### config.mk
export PLATFORM = sky130hd
export DESIGN_NAME = cp0_state_unit
export DESIGN_NICKNAME = d
export VERILOG_FILES = /design/src/rtl/cp0_state_unit_pkg.sv /design/src/rtl/cp0_fwd_mux.sv /design/src/rtl/cp0_state_unit.sv
export SDC_FILE = /design/constraint.sdc
export NUM_CORES = 1
export LEC_CHECK = 0
export CORE_MARGIN = 1
export CORE_UTILIZATION = 47
export DETAILED_ROUTE_END_ITERATION = 6
export PLACE_DENSITY = 0.89
export SLEW_MARGIN = 20
export SYNTH_ARGS = -nofsm -noshare
export SYNTH_HDL_FRONTEND = slang
export SYNTH_SLANG_ARGS = --single-unit
### constraint.sdc
create_clock -name clk -period 2.7 [get_ports clk]
set_input_delay 0.405 -clock clk [delete_from_list [all_inputs] [get_ports clk]]
set_output_delay 0.405 -clock clk [all_outputs]
set_load 0.02 [all_outputs]
### src/rtl/cp0_state_unit_pkg.sv
// Shared CP0 definitions: register numbers, STATUS/CAUSE bit positions,
// write masks, ExcCode values and the EXL state type.
package cp0_state_unit_pkg;

    // CP0 register numbers
    localparam logic [4:0] CP0_COUNT   = 5'd9;
    localparam logic [4:0] CP0_COMPARE = 5'd11;
    localparam logic [4:0] CP0_STATUS  = 5'd12;
    localparam logic [4:0] CP0_CAUSE   = 5'd13;
    localparam logic [4:0] CP0_EPC     = 5'd14;

    // STATUS bit positions
    localparam int unsigned STATUS_IE    = 0;
    localparam int unsigned STATUS_EXL   = 1;
    localparam int unsigned STATUS_IM_LO = 8;
    localparam int unsigned STATUS_IM_HI = 15;

    // CAUSE bit positions
    localparam int unsigned CAUSE_BD     = 31;
    localparam int unsigned CAUSE_TI     = 30;
    localparam int unsigned CAUSE_IP_LO  = 8;
    localparam int unsigned CAUSE_IP_HI  = 15;
    localparam int unsigned CAUSE_HW_LO  = 10;
    localparam int unsigned CAUSE_HW_HI  = 15;
    localparam int unsigned CAUSE_IP7    = 15;
    localparam int unsigned CAUSE_EXC_LO = 2;
    localparam int unsigned CAUSE_EXC_HI = 6;

    // Software-writable bits per register
    localparam logic [31:0] MASK_FULL  = 32'hFFFF_FFFF;
    localparam logic [31:0] MASK_CAUSE = 32'h0000_0300;
    localparam logic [31:0] MASK_NONE  = 32'h0000_0000;

    // ExcCode values
    localparam logic [4:0] EXC_INT  = 5'h00;
    localparam logic [4:0] EXC_ADEL = 5'h04;
    localparam logic [4:0] EXC_ADES = 5'h05;
    localparam logic [4:0] EXC_SYS  = 5'h08;
    localparam logic [4:0] EXC_BP   = 5'h09;
    localparam logic [4:0] EXC_RI   = 5'h0A;
    localparam logic [4:0] EXC_OV   = 5'h0C;

    typedef enum logic [0:0] {
        StUser,
        StKernelExc
    } cp0_state_e;

    // Writable-bit mask for a CP0 register number; unknown registers ignore writes.
    function automatic logic [31:0] wr_mask(input logic [4:0] addr);
        logic [31:0] m;
        case (addr)
            CP0_STATUS:  m = MASK_FULL;
            CP0_CAUSE:   m = MASK_CAUSE;
            CP0_EPC:     m = MASK_FULL;
            CP0_COMPARE: m = MASK_FULL;
            CP0_COUNT:   m = MASK_FULL;
            default:     m = MASK_NONE;
        endcase
        return m;
    endfunction

    function automatic logic [31:0] merge_masked(input logic [31:0] old_val,
                                                 input logic [31:0] new_val,
                                                 input logic [31:0] mask);
        return (old_val & ~mask) | (new_val & mask);
    endfunction

endpackage

### src/rtl/cp0_fwd_mux.sv
// Priority forward selector for one CP0 register number. The youngest
// matching in-flight write (lowest index) wins and is merged over the
// current register value through that register's write mask.
module cp0_fwd_mux
    import cp0_state_unit_pkg::*;
#(
    parameter int unsigned DATA_WIDTH = 32,
    parameter int unsigned NUM_FWD    = 2
) (
    input  logic [4:0]                    addr,
    input  logic [DATA_WIDTH-1:0]         cur,
    input  logic [NUM_FWD-1:0]            fwd_valid,
    input  logic [5*NUM_FWD-1:0]          fwd_addr,
    input  logic [DATA_WIDTH*NUM_FWD-1:0] fwd_data,
    output logic [DATA_WIDTH-1:0]         value
);

    logic [DATA_WIDTH-1:0] mask;

    assign mask = wr_mask(addr);

    // Walk oldest to youngest so the lowest matching index is applied last.
    always_comb begin
        value = cur;
        for (int i = int'(NUM_FWD) - 1; i >= 0; i--) begin
            if (fwd_valid[i] && (fwd_addr[5*i +: 5] == addr)) begin
                value = merge_masked(cur, fwd_data[DATA_WIDTH*i +: DATA_WIDTH], mask);
            end
        end
    end

endmodule

### src/rtl/cp0_state_unit.sv
// CP0 state block: STATUS, CAUSE, EPC, COUNT, COMPARE with write forwarding,
// exception/ERET commit and a registered interrupt request.
// Build option: define CP0_TIMER_EN to enable the COUNT divider and the
// COUNT==COMPARE timer interrupt; otherwise TI/IP7 follow hw_int[5].
module cp0_state_unit
    import cp0_state_unit_pkg::*;
#(
    parameter int unsigned DATA_WIDTH = 32,
    parameter int unsigned NUM_FWD    = 2,
    parameter int unsigned COUNT_DIV  = 2
) (
    input  logic                          clk,
    input  logic                          rst_n,
    input  logic                          wr_en,
    input  logic [4:0]                    wr_addr,
    input  logic [DATA_WIDTH-1:0]         wr_data,
    input  logic [NUM_FWD-1:0]            fwd_valid,
    input  logic [5*NUM_FWD-1:0]          fwd_addr,
    input  logic [DATA_WIDTH*NUM_FWD-1:0] fwd_data,
    input  logic [4:0]                    rd_addr,
    output logic [DATA_WIDTH-1:0]         rd_data,
    output logic [DATA_WIDTH-1:0]         status_fwd,
    output logic [DATA_WIDTH-1:0]         cause_fwd,
    output logic [DATA_WIDTH-1:0]         epc_fwd,
    input  logic                          exc_valid,
    input  logic [4:0]                    exc_code,
    input  logic [DATA_WIDTH-1:0]         exc_pc,
    input  logic                          exc_bd,
    input  logic                          eret,
    input  logic [5:0]                    hw_int,
    output logic                          irq_pending,
    output logic                          exl
);

    cp0_state_e            state_q, state_d;
    logic [DATA_WIDTH-1:0] status_q, status_d;
    logic [DATA_WIDTH-1:0] cause_q, cause_d, cause_base;
    logic [DATA_WIDTH-1:0] epc_q, epc_d;
    logic [DATA_WIDTH-1:0] count_q, count_d;
    logic [DATA_WIDTH-1:0] compare_q, compare_d;
    logic                  count_wr, compare_wr;
    logic                  timer_bit;
    logic                  irq_q, irq_d;
    logic [DATA_WIDTH-1:0] rd_cur;

    // Commit next-state: exception beats ERET beats MTC0; the EXL FSM owns STATUS.EXL.
    always_comb begin
        state_d    = state_q;
        status_d   = status_q;
        cause_base = cause_q;
        epc_d      = epc_q;
        compare_d  = compare_q;
        count_wr   = 1'b0;
        compare_wr = 1'b0;
        // hw lines own IP[15:10] every cycle, even when CAUSE is written
        cause_base[CAUSE_HW_HI:CAUSE_HW_LO] = hw_int;
        if (exc_valid) begin
            cause_base[CAUSE_EXC_HI:CAUSE_EXC_LO] = exc_code;
            if (state_q == StUser) begin
                epc_d                = exc_bd ? (exc_pc - 32'd4) : exc_pc;
                cause_base[CAUSE_BD] = exc_bd;
                state_d              = StKernelExc;
            end
        end else if (eret) begin
            if (state_q == StKernelExc) begin
                state_d = StUser;
            end
        end else if (wr_en) begin
            case (wr_addr)
                CP0_STATUS: begin
                    status_d = wr_data;
                    state_d  = wr_data[STATUS_EXL] ? StKernelExc : StUser;
                end
                CP0_CAUSE:   cause_base = merge_masked(cause_base, wr_data, MASK_CAUSE);
                CP0_EPC:     epc_d = wr_data;
                CP0_COMPARE: begin
                    compare_d  = wr_data;
                    compare_wr = 1'b1;
                end
                CP0_COUNT:   count_wr = 1'b1;
                default:     ;
            endcase
        end
        status_d[STATUS_EXL] = (state_d == StKernelExc);
    end

`ifdef CP0_TIMER_EN
    logic [31:0] div_q, div_d;
    logic        tick;
    logic        flag_q, flag_d;

    // Divider, COUNT increment (COUNT write wins) and COUNT==COMPARE flag.
    always_comb begin
        tick    = (div_q == COUNT_DIV - 1);
        div_d   = tick ? 32'd0 : (div_q + 32'd1);
        count_d = count_q;
        if (count_wr) begin
            count_d = wr_data;
        end else if (tick) begin
            count_d = count_q + 32'd1;
        end
        flag_d = flag_q;
        if (compare_wr) begin
            flag_d = 1'b0;
        end else if ((tick || count_wr) && (count_d == compare_d)) begin
            flag_d = 1'b1;
        end
    end

    assign timer_bit = flag_d;

    // Timer state registers.
    always_ff @(posedge clk) begin
        if (!rst_n) begin
            div_q  <= '0;
            flag_q <= 1'b0;
        end else begin
            div_q  <= div_d;
            flag_q <= flag_d;
        end
    end
`else
    logic unused_count_div;

    assign unused_count_div = (COUNT_DIV == 0);
    assign count_d          = count_wr ? wr_data : count_q;
    assign timer_bit        = hw_int[5];
`endif

    // Fold the timer source into TI and IP7.
    always_comb begin
        cause_d            = cause_base;
        cause_d[CAUSE_TI]  = timer_bit;
        cause_d[CAUSE_IP7] = hw_int[5] | timer_bit;
    end

    // Interrupt request from the registered STATUS/CAUSE values.
    always_comb begin
        irq_d = status_q[STATUS_IE] & ~status_q[STATUS_EXL] &
                (|(status_q[STATUS_IM_HI:STATUS_IM_LO] & cause_q[CAUSE_IP_HI:CAUSE_IP_LO]));
    end

    // State registers with synchronous active-low reset.
    always_ff @(posedge clk) begin
        if (!rst_n) begin
            state_q   <= StUser;
            status_q  <= '0;
            cause_q   <= '0;
            epc_q     <= '0;
            count_q   <= '0;
            compare_q <= '0;
            irq_q     <= 1'b0;
        end else begin
            state_q   <= state_d;
            status_q  <= status_d;
            cause_q   <= cause_d;
            epc_q     <= epc_d;
            count_q   <= count_d;
            compare_q <= compare_d;
            irq_q     <= irq_d;
        end
    end

    // Registered value for the MFC0 address; unknown registers read as zero.
    always_comb begin
        case (rd_addr)
            CP0_COUNT:   rd_cur = count_q;
            CP0_COMPARE: rd_cur = compare_q;
            CP0_STATUS:  rd_cur = status_q;
            CP0_CAUSE:   rd_cur = cause_q;
            CP0_EPC:     rd_cur = epc_q;
            default:     rd_cur = '0;
        endcase
    end

    cp0_fwd_mux #(.DATA_WIDTH(DATA_WIDTH), .NUM_FWD(NUM_FWD)) u_fwd_rd (
        .addr      (rd_addr),
        .cur       (rd_cur),
        .fwd_valid (fwd_valid),
        .fwd_addr  (fwd_addr),
        .fwd_data  (fwd_data),
        .value     (rd_data)
    );

    cp0_fwd_mux #(.DATA_WIDTH(DATA_WIDTH), .NUM_FWD(NUM_FWD)) u_fwd_status (
        .addr      (CP0_STATUS),
        .cur       (status_q),
        .fwd_valid (fwd_valid),
        .fwd_addr  (fwd_addr),
        .fwd_data  (fwd_data),
        .value     (status_fwd)
    );

    cp0_fwd_mux #(.DATA_WIDTH(DATA_WIDTH), .NUM_FWD(NUM_FWD)) u_fwd_cause (
        .addr      (CP0_CAUSE),
        .cur       (cause_q),
        .fwd_valid (fwd_valid),
        .fwd_addr  (fwd_addr),
        .fwd_data  (fwd_data),
        .value     (cause_fwd)
    );

    cp0_fwd_mux #(.DATA_WIDTH(DATA_WIDTH), .NUM_FWD(NUM_FWD)) u_fwd_epc (
        .addr      (CP0_EPC),
        .cur       (epc_q),
        .fwd_valid (fwd_valid),
        .fwd_addr  (fwd_addr),
        .fwd_data  (fwd_data),
        .value     (epc_fwd)
    );

    assign irq_pending = irq_q;
    assign exl         = status_q[STATUS_EXL];

endmodule

==> PnR_summary.wiki, run 1 <==
{| class="wikitable"
! Metric !! Value
|-
| Status || complete, but fails checks
|-
| Violations in the final reports || design-rule violations, negative setup slack
|-
| Post-synthesis cell type count || between 60 and 70
|-
| Global route total overflow || 0
|-
| FF-to-FF Start || status_q[1]
|-
| Ports placed on the boundary || slightly below 300
|-
| Number of global-route vias before repair || approximately 11,000
|-
| Commonest cells after routing, fill and taps aside || nand2_1, clkdlybuf4s50_1, a21oi_1
|-
| Wire length of the first global-routing pass || between 50,000 and 60,000 um
|-
| Reg clk slew, reported paths || ~60 ps
|-
| Largest voltage drop on the vdd net || ~0.35 mV
|-
| Remaining number of nets flagged by the antenna check after routing || 0
|-
| Final core utilization || ~70%
|-
| Total routing resource utilization after global routing || approximately two fifths
|-
| Number of buffers on the longest clock path || 2
|-
| Number of port buffers || roughly 280
|-
| CTS H-tree lvls || 4
|-
| HP Class || input pin to flip-flop
|-
| CTS root buf || clkbuf_16
|-
| Final Worst Setup Slack || -12.9 ps
|-
| Die width || approximately 140 um
|-
| Data required, critical path || between 2000 and 2500 ps
|-
| Cell Rows || 50
|-
| WL per Instance || ~22 um
|-
| Element type at the critical path end || primary output
|-
| CP max-delay cell || clkdlybuf4s50_1
|-
| Hold Violations, Final || 0
|-
| Core region area || approximately 0.019 sq mm
|-
| Mean cell area of the mapped netlist || roughly 7.5 sq um
|-
| Final Setup Violations || 1
|-
| Fin Hold WS || around 310 ps
|-
| Pwr per Cell Area || 422 mW/mm^2
|-
| Net count reported at finish || roughly 1,700
|-
| Crit path DAT || approximately 2300 ps
|-
| RSZ-0062 raised after global routing || yes
|-
| Cell area after synthesis || ~0.009 sq mm
|-
| CTS tree || built
|-
| Starting density of the core || 48.7%
|-
| Maximum fanout along the worst path || 11
|-
| DRC violation count after routing || 6
|-
| Async set-reset flop share out of synthesis || 0%
|-
| Number of max-capacitance violations reported || 0
|-
| Maximum number of pins on one net before global-route repair || 43
|-
| Slew Viols, Final || 0
|-
| Slowest stage delay, CP || ~500 ps
|-
| Relative max-transition margin || between 60% and 70%
|-
| R2R cell count || 5
|-
| Final Critical Period || approximately 2700 ps
|-
| Worst Clk Skew || roughly 7.5 ps
|-
| CTS buffer count || 17
|-
| First-pass iteration count of the detailed router || 7
|-
| Worst-case register-to-register setup slack || 1090 ps
|-
| Full die area || 0.0202 sq mm
|-
| Hold-fix buffers, CTS || 0
|-
| Most common library cell in the layout ignoring fill and taps || nand2_1
|-
| Y dimension of the die || around 140 um
|-
| Vias per cell || between 6 and 7
|-
| Critical path, cell by cell || clkdlybuf4s50_1 -> nand4b_1 -> nor3b_4 -> buf_4 -> clkbuf_16 -> nand2_1 -> o21ai_0 -> clkbuf_2
|-
| Final setup TNS || -12.9 ps
|-
| Hold path startpoint || exc_valid
|-
| #FFs+latches synth || 143
|-
| Final wirelength || 40,600 um
|-
| Number of warnings printed during yosys synthesis || 0
|-
| RD Place Congestion || between 0.9 and 1
|-
| Vias post-DR || between 10,000 and 15,000
|-
| Number of design-rule violations left by the first detailed-router iteration || approximately 1,800
|-
| HPWL after DPL || approximately 28,000 um
|-
| Endpoint of the worst register-to-register path || epc_q[17]
|-
| Clock latency reported for the late side of the worst-skew pair || 430 ps
|-
| Leakage power of the design || 4.87 nW
|-
| Antenna violations before repair || 1
|-
| Type of the setup path with the least slack || input pin to primary output
|-
| Primary FF master, synth || dfxtp_1
|-
| Post-synth EDFFs || 0
|-
| Hold-critical path endpoint || epc_q[22]
|-
| Number of standard cells after synthesis || roughly 1,200
|-
| Sequential fraction of the synthesis area || 31.0%
|-
| Share of post-route cells with drive strength above 1 || 19.8%
|-
| Number of sinks driven by the clock tree || 143
|-
| Fin crit share || 100%
|-
| Least-Margin Pin Slew || approximately 600 ps
|-
| Peak clock frequency supported by timing || around 370 MHz
|-
| Worst-case setup slack after placement || -807 ps
|-
| Number of stages on the worst hold path || 2
|-
| Crit path launch type || input pin
|-
| Layout Area Growth over Synthesis || 46.4%
|}
[area by class of cell]
cell class                      count  area (sq um)
Antenna cell                        1          2.50
Clock buffer                       18           429
Clock inverter                     14           165
Fill cell                        1383          5450
Inverter                            4          16.3
Multi-Input combinational cell    968          6000
Sequential cell                   143          2860
Tap cell                          260           325
Timing Repair Buffer              402          3700
[kinds of logic (layout without fill, tap and decap cells)]
kind of cell    Yosys count  count (layout)  share of synthesized area, %
compound gates          329             329                          23.8
xor+xnor                 37              37                          3.51
fa+ha+maj                 1               1                         0.136
buf+inv                 138             438                          7.35
flops                   143             143                          31.0
mux                      84              84                          9.11
other cells               1              18                        0.0406
simple gates            500             500                          25.0
[power breakdown]
| group | total (W) | internal [W] | switching, W |
|---|---|---|---|
| Clock | 0.00241 | 0.00145 | 0.000958 |
| Combinational | 0.00106 | 0.000482 | 0.000577 |
| Sequential | 0.00223 | 0.00216 | 0.0000688 |
[stage by stage]
step | cells | power, W | cell area [sq um]
floorplan | 1249 | 0.00269 | 9290
global placement | 1751 | 0.00329 | 12700
detailed placement | 1751 | 0.00331 | 12700
CTS | 1794 | 0.00564 | 13400
global route | 1810 | 0.00583 | 13500
finish | 1810 | 0.00569 | 13500
[worst max path at each step]
stage	from	end	cells after the start
4_1_cts	rd_addr[4]	rd_data[31]	9
3_5_place_dp	rd_addr[0]	rd_data[31]	9
5_1_grt	fwd_valid[0]	epc_fwd[21]	8
6_report	fwd_valid[0]	epc_fwd[28]	8
2_1_floorplan	rd_addr[0]	rd_data[10]	7
3_3_place_gp	rd_addr[2]	rd_data[0]	9
[synthesized netlist by cell type, types with 4 or more instances]
master	n	area, sq um
a21oi_1	146	731
a221oi_2	10	150
buf_4	31	233
nor4_1	9	56.3
nor4_2	4	50.1
or3_1	8	50.1
nor3_1	39	195
buf_2	23	115
and3_1	10	62.6
nor3b_1	7	52.6
nand2b_1	5	31.3
a22oi_1	6	45.0
nor2_1	98	368
a222oi_1	25	250
a21boi_0	19	143
dfxtp_1	143	2860
o211ai_1	13	97.6
nand3_1	13	65.1
nand2_1	267	1000
nand4b_1	7	61.3
clkbuf_1	78	293
xnor2_1	19	166
o21ai_0	41	205
xor2_1	18	158
a31oi_1	4	25.0
o2bb2ai_1	6	52.6
mux2i_1	84	841
and2_1	10	62.6
a211oi_1	7	52.6
a221oi_1	27	236
[metal layers]
layer / vias up / track usage [%] / share of wire, %
met5: - / 0 / 0.17
met4: 2 / 18.8 / 5.1
met3: 182 / 11.3 / 15
met2: 988 / 60.2 / 44
met1: 5293 / 47.2 / 36
li1: 4996 / - / -
[worst max-delay path, delay by kind of cell]
| family | cells | cell delay (ps) |
|---|---|---|
| buffers and inverters | 4 | 1130 |
| AND/OR/NAND/NOR | 3 | 660 |
| AO/OA/AOI/OAI | 1 | 110 |
[sequential cells by signal (all words and copies together) (netlist names)]
register     flops
cause_q         14
irq_pending      1
epc_q           32
compare_q       32
status_q        32
count_q         32
[timing repair]
item / 4_1_cts / 5_1_grt
pin swaps: 14 / 16
cloned: 4 / 4
endpoints found under the setup margin: 98 / 92
gates resized for setup: 309 / 172
setup buffers: 7 / 11
Power figures use the tool's default switching activity.
==> run 2: changes to the inputs <==
CORE_UTILIZATION = 43   (was 47)
PLACE_DENSITY = 0.86   (was 0.89)
clock period = 2.2 ns   (was 2.7 ns; I/O delays follow)
==> run 2 against run 1 <==
  * The flow still finishes with violations (design-rule violations, negative setup slack)
  * Sequential power rose by 22%
  * Wire length rose by 16%
  * Sequential share of layout area fell by 2.7 points
  * Count of clock-buffer cells in the layout decreased by 1
  * First-iteration DRC count increased by 21%
  * Final area up 14%
  * Clock skew grew 0.65 ps
  * Register-to-register slack got worse by 750 ps
==> PnR_summary.wiki, run 2 (same netlist as run 1, synthesis figures left out) <==
{| class="wikitable"
! Metric !! Value
|-
| Status || complete, but fails checks
|-
| Violations in the final reports || design-rule violations, negative setup slack
|-
| Share of post-route cells with drive strength above 1 || between 20% and 30%
|-
| Element type at the critical path end || primary output
|-
| Number of max-capacitance violations reported || 0
|-
| CTS buffer count || 17
|-
| Number of sinks driven by the clock tree || ~140
|-
| RD Place Congestion || 0.930
|-
| Total power || between 0.007 and 0.008 W
|-
| Area of combinational cells with multiple inputs || approximately 0.0066 sq mm
|-
| Worst Clk Skew || roughly 8.2 ps
|-
| Peak clock frequency supported by timing || 399 MHz
|-
| Hold Violations, Final || 0
|-
| Total routing resource utilization after global routing || between 40% and 50%
|-
| Fin crit share || 114%
|-
| First-pass iteration count of the detailed router || 7
|-
| Final Setup Violations || between 40 and 50
|-
| CTS root buf || clkbuf_16
|-
| Number of buffers on the longest clock path || 2
|-
| Layout Area Growth over Synthesis || 67.5%
|-
| WL per Instance || around 24 um
|-
| Final Critical Period || about 2500 ps
|-
| Final setup TNS || -6270 ps
|-
| Cell Rows || 53
|-
| Global route total overflow || 0
|-
| Final Worst Setup Slack || -309 ps
|-
| Reg clk slew, reported paths || about 60 ps
|-
| Relative max-transition margin || 55.3%
|-
| RSZ-0062 raised after global routing || yes
|-
| Y dimension of the die || around 150 um
|-
| HPWL after DPL || 29,000 um
|-
| Least-Margin Pin Slew || 668 ps
|-
| Wire length of the first global-routing pass || ~68,000 um
|-
| Ports placed on the boundary || 297
|-
| Commonest cells after routing, fill and taps aside || nand2_1, buf_4, clkdlybuf4s50_1
|-
| Vias post-DR || 12,300
|-
| Area taken by flip-flops and latches || approximately 0.0029 sq mm
|-
| Crit path launch type || input pin
|-
| CTS tree || built
|-
| Number of port buffers || 279
|-
| HP Class || input pin to flip-flop
|-
| Most common library cell in the layout ignoring fill and taps || nand2_1
|-
| Remaining number of nets flagged by the antenna check after routing || 0
|-
| Net count reported at finish || between 1,500 and 2,000
|-
| Largest voltage drop on the vdd net || 0.403 mV
|-
| Vias per cell || around 6.4
|-
| Worst-case setup slack after placement || -1160 ps
|-
| Number of global-route vias before repair || approximately 12,000
|-
| Die width || 148 um
|-
| Maximum number of pins on one net before global-route repair || 70
|-
| Clock latency reported for the late side of the worst-skew pair || between 400 and 500 ps
|-
| Antenna violations before repair || 2
|-
| Final wirelength || 47,000 um
|-
| Core region area || about 0.021 sq mm
|-
| Full die area || about 0.022 sq mm
|-
| DRC violation count after routing || between 50 and 60
|-
| Data required, critical path || about 1900 ps
|-
| Fillers || about 1,400
|-
| Maximum fanout along the worst path || 6
|-
| Hold-fix buffers, CTS || 0
|-
| Number of design-rule violations left by the first detailed-router iteration || between 2,000 and 2,500
|-
| CTS H-tree lvls || 4
|-
| Slew Viols, Final || 0
|-
| Crit path DAT || between 2000 and 2500 ps
|-
| Leakage power of the design || 5.67 nW
|-
| Type of the setup path with the least slack || input pin to primary output
|-
| Starting density of the core || approximately 44%
|-
| Pwr per Cell Area || 473 mW/mm^2
|}
## run 2: layout make-up
type	count	share of cell area (%)
inverters	4	0.105
clock buffers	17	2.75
flip-flops and latches	143	18.5
well taps	275	2.23
clock inverters	15	1.19
diodes	1	0.0162
repair buffers	503	32.7
multi-input cells	968	42.5
## run 2: routing by layer
layer	part of all wire, %	vias to the layer above	wire length [um]	track usage, %
li1	-	5210	-	-
met1	35	5713	16400	50.2
met2	44	1135	20800	64.0
met3	14	291	6660	11.4
met4	6.5	0	3070	24.3
met5	0	-	0	0
## run 2: critical path, stage by stage
cell,delay (ps)
buf_8,110
xor2_4,180
nor4_4,320
nand2_2,130
a21o_4,340
buf_12,190
a221oi_2,280
buf_4,180
buf_6,110
## run 2: power breakdown
group / switching [W] / internal (W) / total [W]
clock network: 0.00124 / 0.00180 / 0.00304
registers: 0.0000630 / 0.00265 / 0.00271
logic: 0.000819 / 0.000741 / 0.00156
## run 2: final timing paths
path                 startpoint             to  slack, ps  depth (start not counted)
hold / removal        exc_valid       epc_q[0]        320                          3
setup reg to reg    status_q[1]       epc_q[7]        340                          6
setup / recovery    fwd_addr[3]     rd_data[0]       -310                          9
hold reg to reg   compare_q[23]  compare_q[23]        460                          2
## run 2: what timing repair did
item                       in CTS  in global routing
cloned                         15                  2
resized for setup             680                109
setup buffers                  39                 11
setup endpoints to repair      98                 92
pin swaps                      51                 39
## run 2: stage by stage
step / cells / area (sq um) / utilization, % / hold slack [ps]
6_report: 1926 / 15500 / 73.5 / 320
5_1_grt: 1926 / 15500 / 73.5 / 362
4_1_cts: 1922 / 15200 / 72.4 / 322
3_5_place_dp: 1848 / 13800 / 65.4 / 445
3_3_place_gp: 1848 / 13800 / 65.4 / 437
2_1_floorplan: 1249 / 9630 / - / 431
